### config.mk
export PLATFORM = sky130hd
export DESIGN_NAME = tri_nor_selftest_ctrl
export DESIGN_NICKNAME = d
export VERILOG_FILES = /design/src/rtl/tri_nor_selftest_ctrl_pkg.sv /design/src/rtl/tri_nor_selftest_ctrl_vec_gen.sv /design/src/rtl/tri_nor_selftest_ctrl.sv
export SDC_FILE = /design/constraint.sdc
export NUM_CORES = 1
export LEC_CHECK = 0
export CAP_MARGIN = 20
export CORE_MARGIN = 10
export CORE_UTILIZATION = 51
export DETAILED_ROUTE_END_ITERATION = 16
export PLACE_DENSITY_LB_ADDON = 0.1
export SLEW_MARGIN = 20
export SYNTH_ARGS = -nofsm -noshare
export SYNTH_HDL_FRONTEND = slang
export SYNTH_SLANG_ARGS = --single-unit
### constraint.sdc
create_clock -name clk -period 3 [get_ports clk]
set_input_delay 0.3 -clock clk [delete_from_list [all_inputs] [get_ports clk]]
set_output_delay 0.3 -clock clk [all_outputs]
set_load 0.005 [all_outputs]
### src/rtl/tri_nor_selftest_ctrl_pkg.sv
// Shared types and constants for the triple 3-input NOR gate self-test controller.
package tri_nor_test_pkg;

  // Device under test: three 3-input NOR gates, each exercised with all 8 input vectors.
  localparam int NUM_GATES = 3;
  localparam int NUM_VEC   = 8;

  // Counter and status widths.
  localparam int G_W     = 2;  // gate index 0..2
  localparam int V_W     = 3;  // vector {A,B,C} 0..7
  localparam int ERR_W   = 5;  // mismatch count, saturating
  localparam int CNT_W   = 4;  // settle counter, holds up to 15
  localparam int STATE_W = 3;

  localparam logic [ERR_W-1:0] ERR_MAX = '1;

  typedef enum logic [STATE_W-1:0] {
    ST_IDLE   = 3'd0,
    ST_APPLY  = 3'd1,
    ST_SETTLE = 3'd2,
    ST_CHECK  = 3'd3,
    ST_DONE   = 3'd4
  } state_e;

  // One-hot lane select for gate g.
  function automatic logic [NUM_GATES-1:0] lane_mask(input logic [G_W-1:0] g);
    return {{(NUM_GATES-1){1'b0}}, 1'b1} << g;
  endfunction

  // Fault-free Y pattern while gate g sees vector v and the other gates see 000:
  // the gate under test gives NOR(v), the idle gates give 1.
  function automatic logic [NUM_GATES-1:0] expected_y(input logic [G_W-1:0] g,
                                                      input logic [V_W-1:0] v);
    return (|v) ? ~lane_mask(g) : {NUM_GATES{1'b1}};
  endfunction

endpackage

### src/rtl/tri_nor_selftest_ctrl_vec_gen.sv
// Gate/vector walker: v counts 0..7 inside g counting 0..2, with a last-vector flag.
module tri_nor_vec_gen
  import tri_nor_test_pkg::*;
(
  input  logic           clk,
  input  logic           rst_n,
  input  logic           clr_i,   // park both counters at zero
  input  logic           adv_i,   // step to the next (g, v) pair
  output logic [G_W-1:0] g_o,
  output logic [V_W-1:0] v_o,
  output logic           last_o   // g == last gate and v == last vector
);

  logic [G_W-1:0] g_q, g_d;
  logic [V_W-1:0] v_q, v_d;
  logic           v_wrap;
  logic           g_wrap;

  assign v_wrap = (v_q == V_W'(NUM_VEC - 1));
  assign g_wrap = (g_q == G_W'(NUM_GATES - 1));

  // Next counter values: clear has priority, v is the inner loop, g advances on v wrap.
  always_comb begin
    g_d = g_q;
    v_d = v_q;
    if (clr_i) begin
      g_d = '0;
      v_d = '0;
    end else if (adv_i) begin
      if (v_wrap) begin
        v_d = '0;
        g_d = g_wrap ? '0 : g_q + G_W'(1);
      end else begin
        v_d = v_q + V_W'(1);
      end
    end
  end

  // Counter registers.
  always_ff @(posedge clk or negedge rst_n) begin
    if (!rst_n) begin
      g_q <= '0;
      v_q <= '0;
    end else begin
      g_q <= g_d;
      v_q <= v_d;
    end
  end

  assign g_o    = g_q;
  assign v_o    = v_q;
  assign last_o = g_wrap && v_wrap;

endmodule

### src/rtl/tri_nor_selftest_ctrl.sv
// Self-test controller for a triple 3-input NOR package (74LS27 style).
// Walks every gate through all 8 input vectors, waits SETTLE_CYCLES after each
// drive, compares Y against NOR, and records error count plus first failure.
//
// Handshake: start is a level request sampled only in IDLE; abort is a level
// request honoured in every non-IDLE state and beats start; done is a one-cycle
// pulse coincident with the DONE state, and pass/err_* are valid from that cycle.
//
// SETTLE_CYCLES legal range is 1..15.
module tri_nor_selftest_ctrl
  import tri_nor_test_pkg::*;
#(
  parameter int SETTLE_CYCLES = 1
) (
  input  logic                 clk,
  input  logic                 rst_n,
  input  logic                 start,
  input  logic                 abort,
  output logic [NUM_GATES-1:0] a_out,
  output logic [NUM_GATES-1:0] b_out,
  output logic [NUM_GATES-1:0] c_out,
  input  logic [NUM_GATES-1:0] y_in,
  output logic                 busy,
  output logic                 done,
  output logic                 pass,
  output logic [ERR_W-1:0]     err_cnt,
  output logic [G_W-1:0]       err_gate,
  output logic [V_W-1:0]       err_vec,
  output logic [STATE_W-1:0]   dbg_state
);

  state_e state_q, state_d;

  logic [CNT_W-1:0] cnt_q, cnt_d;

  logic [NUM_GATES-1:0] a_q, a_d;
  logic [NUM_GATES-1:0] b_q, b_d;
  logic [NUM_GATES-1:0] c_q, c_d;
  logic                 busy_q, busy_d;
  logic                 done_q, done_d;
  logic                 pass_q, pass_d;
  logic [ERR_W-1:0]     err_cnt_q, err_cnt_d;
  logic [G_W-1:0]       err_gate_q, err_gate_d;
  logic [V_W-1:0]       err_vec_q, err_vec_d;

  logic [G_W-1:0] g_w;
  logic [V_W-1:0] v_w;
  logic           last_w;
  logic           vec_clr;
  logic           vec_adv;
  logic           do_check;
  logic           mismatch;
  logic [NUM_GATES-1:0] lane;

  // Counters sit at (0,0) whenever idle, so any restart begins from the first vector.
  assign vec_clr = (state_q == ST_IDLE);
  assign vec_adv = (state_q == ST_CHECK) && (state_d == ST_APPLY);

  tri_nor_vec_gen u_vec_gen (
    .clk    (clk),
    .rst_n  (rst_n),
    .clr_i  (vec_clr),
    .adv_i  (vec_adv),
    .g_o    (g_w),
    .v_o    (v_w),
    .last_o (last_w)
  );

  // A check that coincides with abort is discarded along with the test.
  assign do_check = (state_q == ST_CHECK) && !abort;
  assign mismatch = (y_in != expected_y(g_w, v_w));
  assign lane     = lane_mask(g_w);

  // State register.
  always_ff @(posedge clk or negedge rst_n) begin
    if (!rst_n) begin
      state_q <= ST_IDLE;
    end else begin
      state_q <= state_d;
    end
  end

  // Next-state logic; abort returns to IDLE from anywhere but IDLE.
  always_comb begin
    state_d = state_q;
    unique case (state_q)
      ST_IDLE:   if (start && !abort) state_d = ST_APPLY;
      ST_APPLY:  state_d = abort ? ST_IDLE : ST_SETTLE;
      ST_SETTLE: begin
        if (abort)            state_d = ST_IDLE;
        else if (cnt_q == '0) state_d = ST_CHECK;
      end
      ST_CHECK: begin
        if (abort)       state_d = ST_IDLE;
        else if (last_w) state_d = ST_DONE;
        else             state_d = ST_APPLY;
      end
      ST_DONE:   state_d = ST_IDLE;
      default:   state_d = ST_IDLE;
    endcase
  end

  // Settle counter: reloaded while in APPLY so every SETTLE visit starts fresh.
  always_comb begin
    cnt_d = cnt_q;
    if (state_q == ST_APPLY) begin
      cnt_d = CNT_W'(SETTLE_CYCLES - 1);
    end else if ((state_q == ST_SETTLE) && (cnt_q != '0)) begin
      cnt_d = cnt_q - CNT_W'(1);
    end
  end

  // Output/status next values, all taken into registers below.
  always_comb begin
    busy_d     = (state_d == ST_APPLY) || (state_d == ST_SETTLE) || (state_d == ST_CHECK);
    done_d     = (state_d == ST_DONE);
    a_d        = a_q;
    b_d        = b_q;
    c_d        = c_q;
    err_cnt_d  = err_cnt_q;
    err_gate_d = err_gate_q;
    err_vec_d  = err_vec_q;
    pass_d     = pass_q;

    // Drive the current vector on gate g only; SETTLE then sees it stable.
    if (state_q == ST_APPLY) begin
      a_d = v_w[2] ? lane : '0;
      b_d = v_w[1] ? lane : '0;
      c_d = v_w[0] ? lane : '0;
    end
    // Gate inputs are released whenever the test is not running.
    if ((state_d == ST_IDLE) || (state_d == ST_DONE)) begin
      a_d = '0;
      b_d = '0;
      c_d = '0;
    end

    // A fresh test forgets the previous error record; pass is kept until DONE.
    if ((state_q == ST_IDLE) && (state_d == ST_APPLY)) begin
      err_cnt_d  = '0;
      err_gate_d = '0;
      err_vec_d  = '0;
    end
    // Count is still zero exactly on the first mismatch, so it doubles as the capture flag.
    if (do_check && mismatch) begin
      if (err_cnt_q == '0) begin
        err_gate_d = g_w;
        err_vec_d  = v_w;
      end
      if (err_cnt_q != ERR_MAX) begin
        err_cnt_d = err_cnt_q + ERR_W'(1);
      end
    end

    // Verdict uses the count including the final check made on the way into DONE.
    if (state_d == ST_DONE) begin
      pass_d = (err_cnt_d == '0);
    end
  end

  // Output and status registers.
  always_ff @(posedge clk or negedge rst_n) begin
    if (!rst_n) begin
      cnt_q      <= '0;
      a_q        <= '0;
      b_q        <= '0;
      c_q        <= '0;
      busy_q     <= 1'b0;
      done_q     <= 1'b0;
      pass_q     <= 1'b0;
      err_cnt_q  <= '0;
      err_gate_q <= '0;
      err_vec_q  <= '0;
    end else begin
      cnt_q      <= cnt_d;
      a_q        <= a_d;
      b_q        <= b_d;
      c_q        <= c_d;
      busy_q     <= busy_d;
      done_q     <= done_d;
      pass_q     <= pass_d;
      err_cnt_q  <= err_cnt_d;
      err_gate_q <= err_gate_d;
      err_vec_q  <= err_vec_d;
    end
  end

  assign a_out     = a_q;
  assign b_out     = b_q;
  assign c_out     = c_q;
  assign busy      = busy_q;
  assign done      = done_q;
  assign pass      = pass_q;
  assign err_cnt   = err_cnt_q;
  assign err_gate  = err_gate_q;
  assign err_vec   = err_vec_q;
  assign dbg_state = state_q;

endmodule
==> flow_summary.json <==
{
  "outcome": "completed",
  "critical_path.startpoint": "err_cnt[0]$_DFF_PN0_",
  "synth_nets": 197,
  "final.period_utilization": 0.912,
  "cts_setup_buffers": 0,
  "finalCriticalPeriod_ns": 2.74,
  "max_cap_violations": 0,
  "finClkSkew_ns": 0.0205,
  "detail_route.vias_per_cell": 5.39,
  "core.rowCount": 20,
  "grt_start_max_net_pins": 35,
  "syn_to_final_growth_pct": 25.3,
  "power.share.clock": 0.301,
  "final-max-slew-violation-count": 0,
  "unrepaired_setup_endpoints_after_global_routing": "no",
  "setup_total_negative_slack_ns": 0,
  "netlist_instances": 182,
  "detailedRoute.firstIterationViolations": 106,
  "post_cts.resized_instances": 0,
  "core-area_mm2": 0.00313,
  "ys_warn_count": 0,
  "num_io_pins": 32,
  "ctsHtreeMaxLevel": 2,
  "cp-start-kind": "register",
  "ir_worst_vdd_mv": 0.355,
  "critical-path-top-cell-by-count": "sky130_fd_sc_hd__ha_1",
  "design_power_uw": 928,
  "finalCoreUtilization": 0.678,
  "clock_buffer_count_from_cts": 5,
  "maxClockFrequency_ghz": 0.365,
  "power.leakage_nw": 0.950,
  "post_dp_cell_area_mm2": 0.00206,
  "post-route-cell-area_mm2": 0.00212,
  "finalWorstSetupSlack_ns": 0.263,
  "total_switching_power_uw": 278,
  "pre_cts_ws_ns": 0.360,
  "clkSlewWorstSetupHoldPaths_ns": 0.12,
  "postSynthRegisterBits": 34,
  "synthDistinctLibCells": 36,
  "tritoncts": "yes",
  "timing.slew.headroom": 0.490,
  "setup_violations": 0,
  "globalplace.congestion": 0.978,
  "dr.pass1.iters": 4,
  "post-dp-hpwl_um": 2830,
  "clk_latency_ns": 0.36,
  "die_area_mm2": 0.00603,
  "postRouteWirelength_um": 3890,
  "netSwitchingFraction": 0.299,
  "synth-seq-area-share": 0.502,
  "p_seq_frac": 0.531,
  "drt_drc_violations_left": 0,
  "worst_hold_slack_ns": 0.331,
  "final-hold-violation-count": 0,
  "initial_core_util": 0.542,
  "finalNonFillerCells": 263,
  "wire_per_inst_um": 14.8,
  "critical_path_required_ns": 3.28,
  "first_pass_grt_wire_length_um": 6720,
  "regToRegStartpoint": "err_cnt[0]$_DFF_PN0_",
  "cp_slowest_stage_delay_ns": 0.64,
  "worst_hold_path_type": "in2async",
  "clock_sinks": 34,
  "port_buffers": 31,
  "share_comb_of_total_power": 0.169,
  "power.density_cell_area_mw_per_mm2": 437,
  "cts_max_path_buffers": 2,
  "worstPathArrival_ns": 3.02,
  "cts_hold_repair.buffers": 0,
  "internal_power_uw": 650,
  "die_w_um": 77.6,
  "global_route_overflow": 0,
  "cts_root_buf": "sky130_fd_sc_hd__clkbuf_4",
  "measured_slew_at_the_worst_slew_check_pin_ns": 0.759,
  "fp.dieH_um": 77.6,
  "detailroute.via_count": 1417,
  "syn-mean-instance-area_um2": 9.31,
  "ant_nets": 0,
  "critPathSlowestCell": "sky130_fd_sc_hd__nor4_1",
  "worstPathMaxFanout": 7,
  "path_class": "reg2reg",
  "critPathCaptureType": "register",
  "dp.cells": 255,
  "final_layout_size_suffix_gt1_frac": 0.0594,
  "antenna_found_initial": 0,
  "final_net_count": 233,
  "grt_pass1_vias": 1446,
  "diodes": 0,
  "synth.cell_area_mm2": 0.00169,
  "path_cells": "ha_1, and3_1, ha_1, nor4_1, nand2_1, a31o_2, o31ai_2",
  "grt_usage": 0.137
}
-- state kept, by name (all words and copies together) (netlist names) --
register,flops
err_cnt,5
busy,1
u_vec_gen.g_o,2
b_out,3
done,1
c_out,3
a_out,3
cnt_q,4
pass,1
u_vec_gen.v_o,3
err_gate,2
err_vec,3
dbg_state,3
-- worst max-delay path, delay by kind of cell (launching register included) --
kind / cells / cell delay [ns]
flops: 1 / 0.46
compound gates: 2 / 0.56
fa+ha+maj: 2 / 0.45
simple gates: 3 / 1.19
-- logic make-up after synthesis --
group / after synthesis / share of synthesized area
XOR/XNOR: 4 / 0.0207
flip-flops: 34 / 0.502
adder cells (fa/ha/maj): 8 / 0.0591
buffers and inverters: 14 / 0.0318
AND/OR/NAND/NOR: 89 / 0.245
multiplexers: 6 / 0.0355
AO/OA/AOI/OAI: 27 / 0.106
-- area by class of cell --
cell class	count	area, um^2
Sequential cell	34	851
Multi-Input combinational cell	134	790
Inverter	10	37.5
Clock buffer	6	51.3
Timing Repair Buffer	33	325
Fill cell	258	1010
Clock inverter	2	12.5
Tap cell	44	55.1
-- power by group through the flow --
stage               clock [mW]  sequential [mW]  combinational (mW)
floorplan                    0            0.499              0.0809
global placement             0            0.500               0.155
detailed placement           0            0.502               0.158
CTS                      0.286            0.493               0.158
global route             0.307            0.496               0.176
finish                   0.279            0.493               0.156
-- synthesized netlist by cell type (all sizes together) --
cell     number  area (um^2)
and3          2         12.5
nor3b         1         7.51
or2           1         6.26
a211o         1         8.76
or3           2         12.5
nand3b        1         7.51
a311oi        1         8.76
ha            8          100
a31o          2         17.5
nor2b         4         25.0
nor4          2         12.5
nor2         19         71.3
nand3        17         85.1
dfrtp        34          851
a211oi        1         7.51
and3b         1         8.76
a2111oi       1         8.76
buf           1         5.00
o21ai         7         35.0
xor2          2         17.5
xnor2         2         17.5
and2          3         18.8
nand2b        1         6.26
a221o         1         10.0
a21oi        10         50.1
nor3          4         20.0
o211a         2         20.0
mux2i         6         60.1
clkbuf        3         11.3
inv          10         37.5
o31ai         1         12.5
nor4b         1         8.76
nand2        30          113
-- layer usage --
layer  vias up  GRT usage  share of wire
met5         -          0              0
met4         0     0.0730          0.020
met3         8     0.0565          0.072
met2        33      0.226           0.48
met1       676      0.146           0.43
li1        700          -              -
-- cell usage in the layout, fill, tap and decap left out, drive strengths merged, types with 2 or more instances in the layout --
master / synthesis / layout
a21oi: 10 / 10
a31o: 2 / 2
and2: 3 / 3
and3: 2 / 2
buf: 1 / 2
clkbuf: 3 / 6
clkdlybuf4s50: 0 / 31
dfrtp: 34 / 34
ha: 8 / 8
inv: 10 / 10
mux2i: 6 / 6
nand2: 30 / 30
nand3: 17 / 17
nor2: 19 / 19
nor2b: 4 / 4
nor3: 4 / 4
nor4: 2 / 2
o211a: 2 / 2
o21ai: 7 / 7
or3: 2 / 2
xnor2: 2 / 2
xor2: 2 / 2
-- worst paths after layout --
kind | end | cells past startpoint | slack [ns]
worst max-delay path | pass$_DFFE_PN0P_ | 7 | 0.26
min in group clk | err_vec[0]$_DFF_PN0_ | 2 | 0.52
worst max register to register | pass$_DFFE_PN0P_ | 7 | 0.26
worst min-delay path | err_cnt[3]$_DFF_PN0_ | 2 | 0.33
worst min register to register | err_vec[0]$_DFF_PN0_ | 2 | 0.52
max in group asynchronous | busy$_DFF_PN0_ | 2 | 2.34
Note: power is estimated with default switching activity, not from simulation.
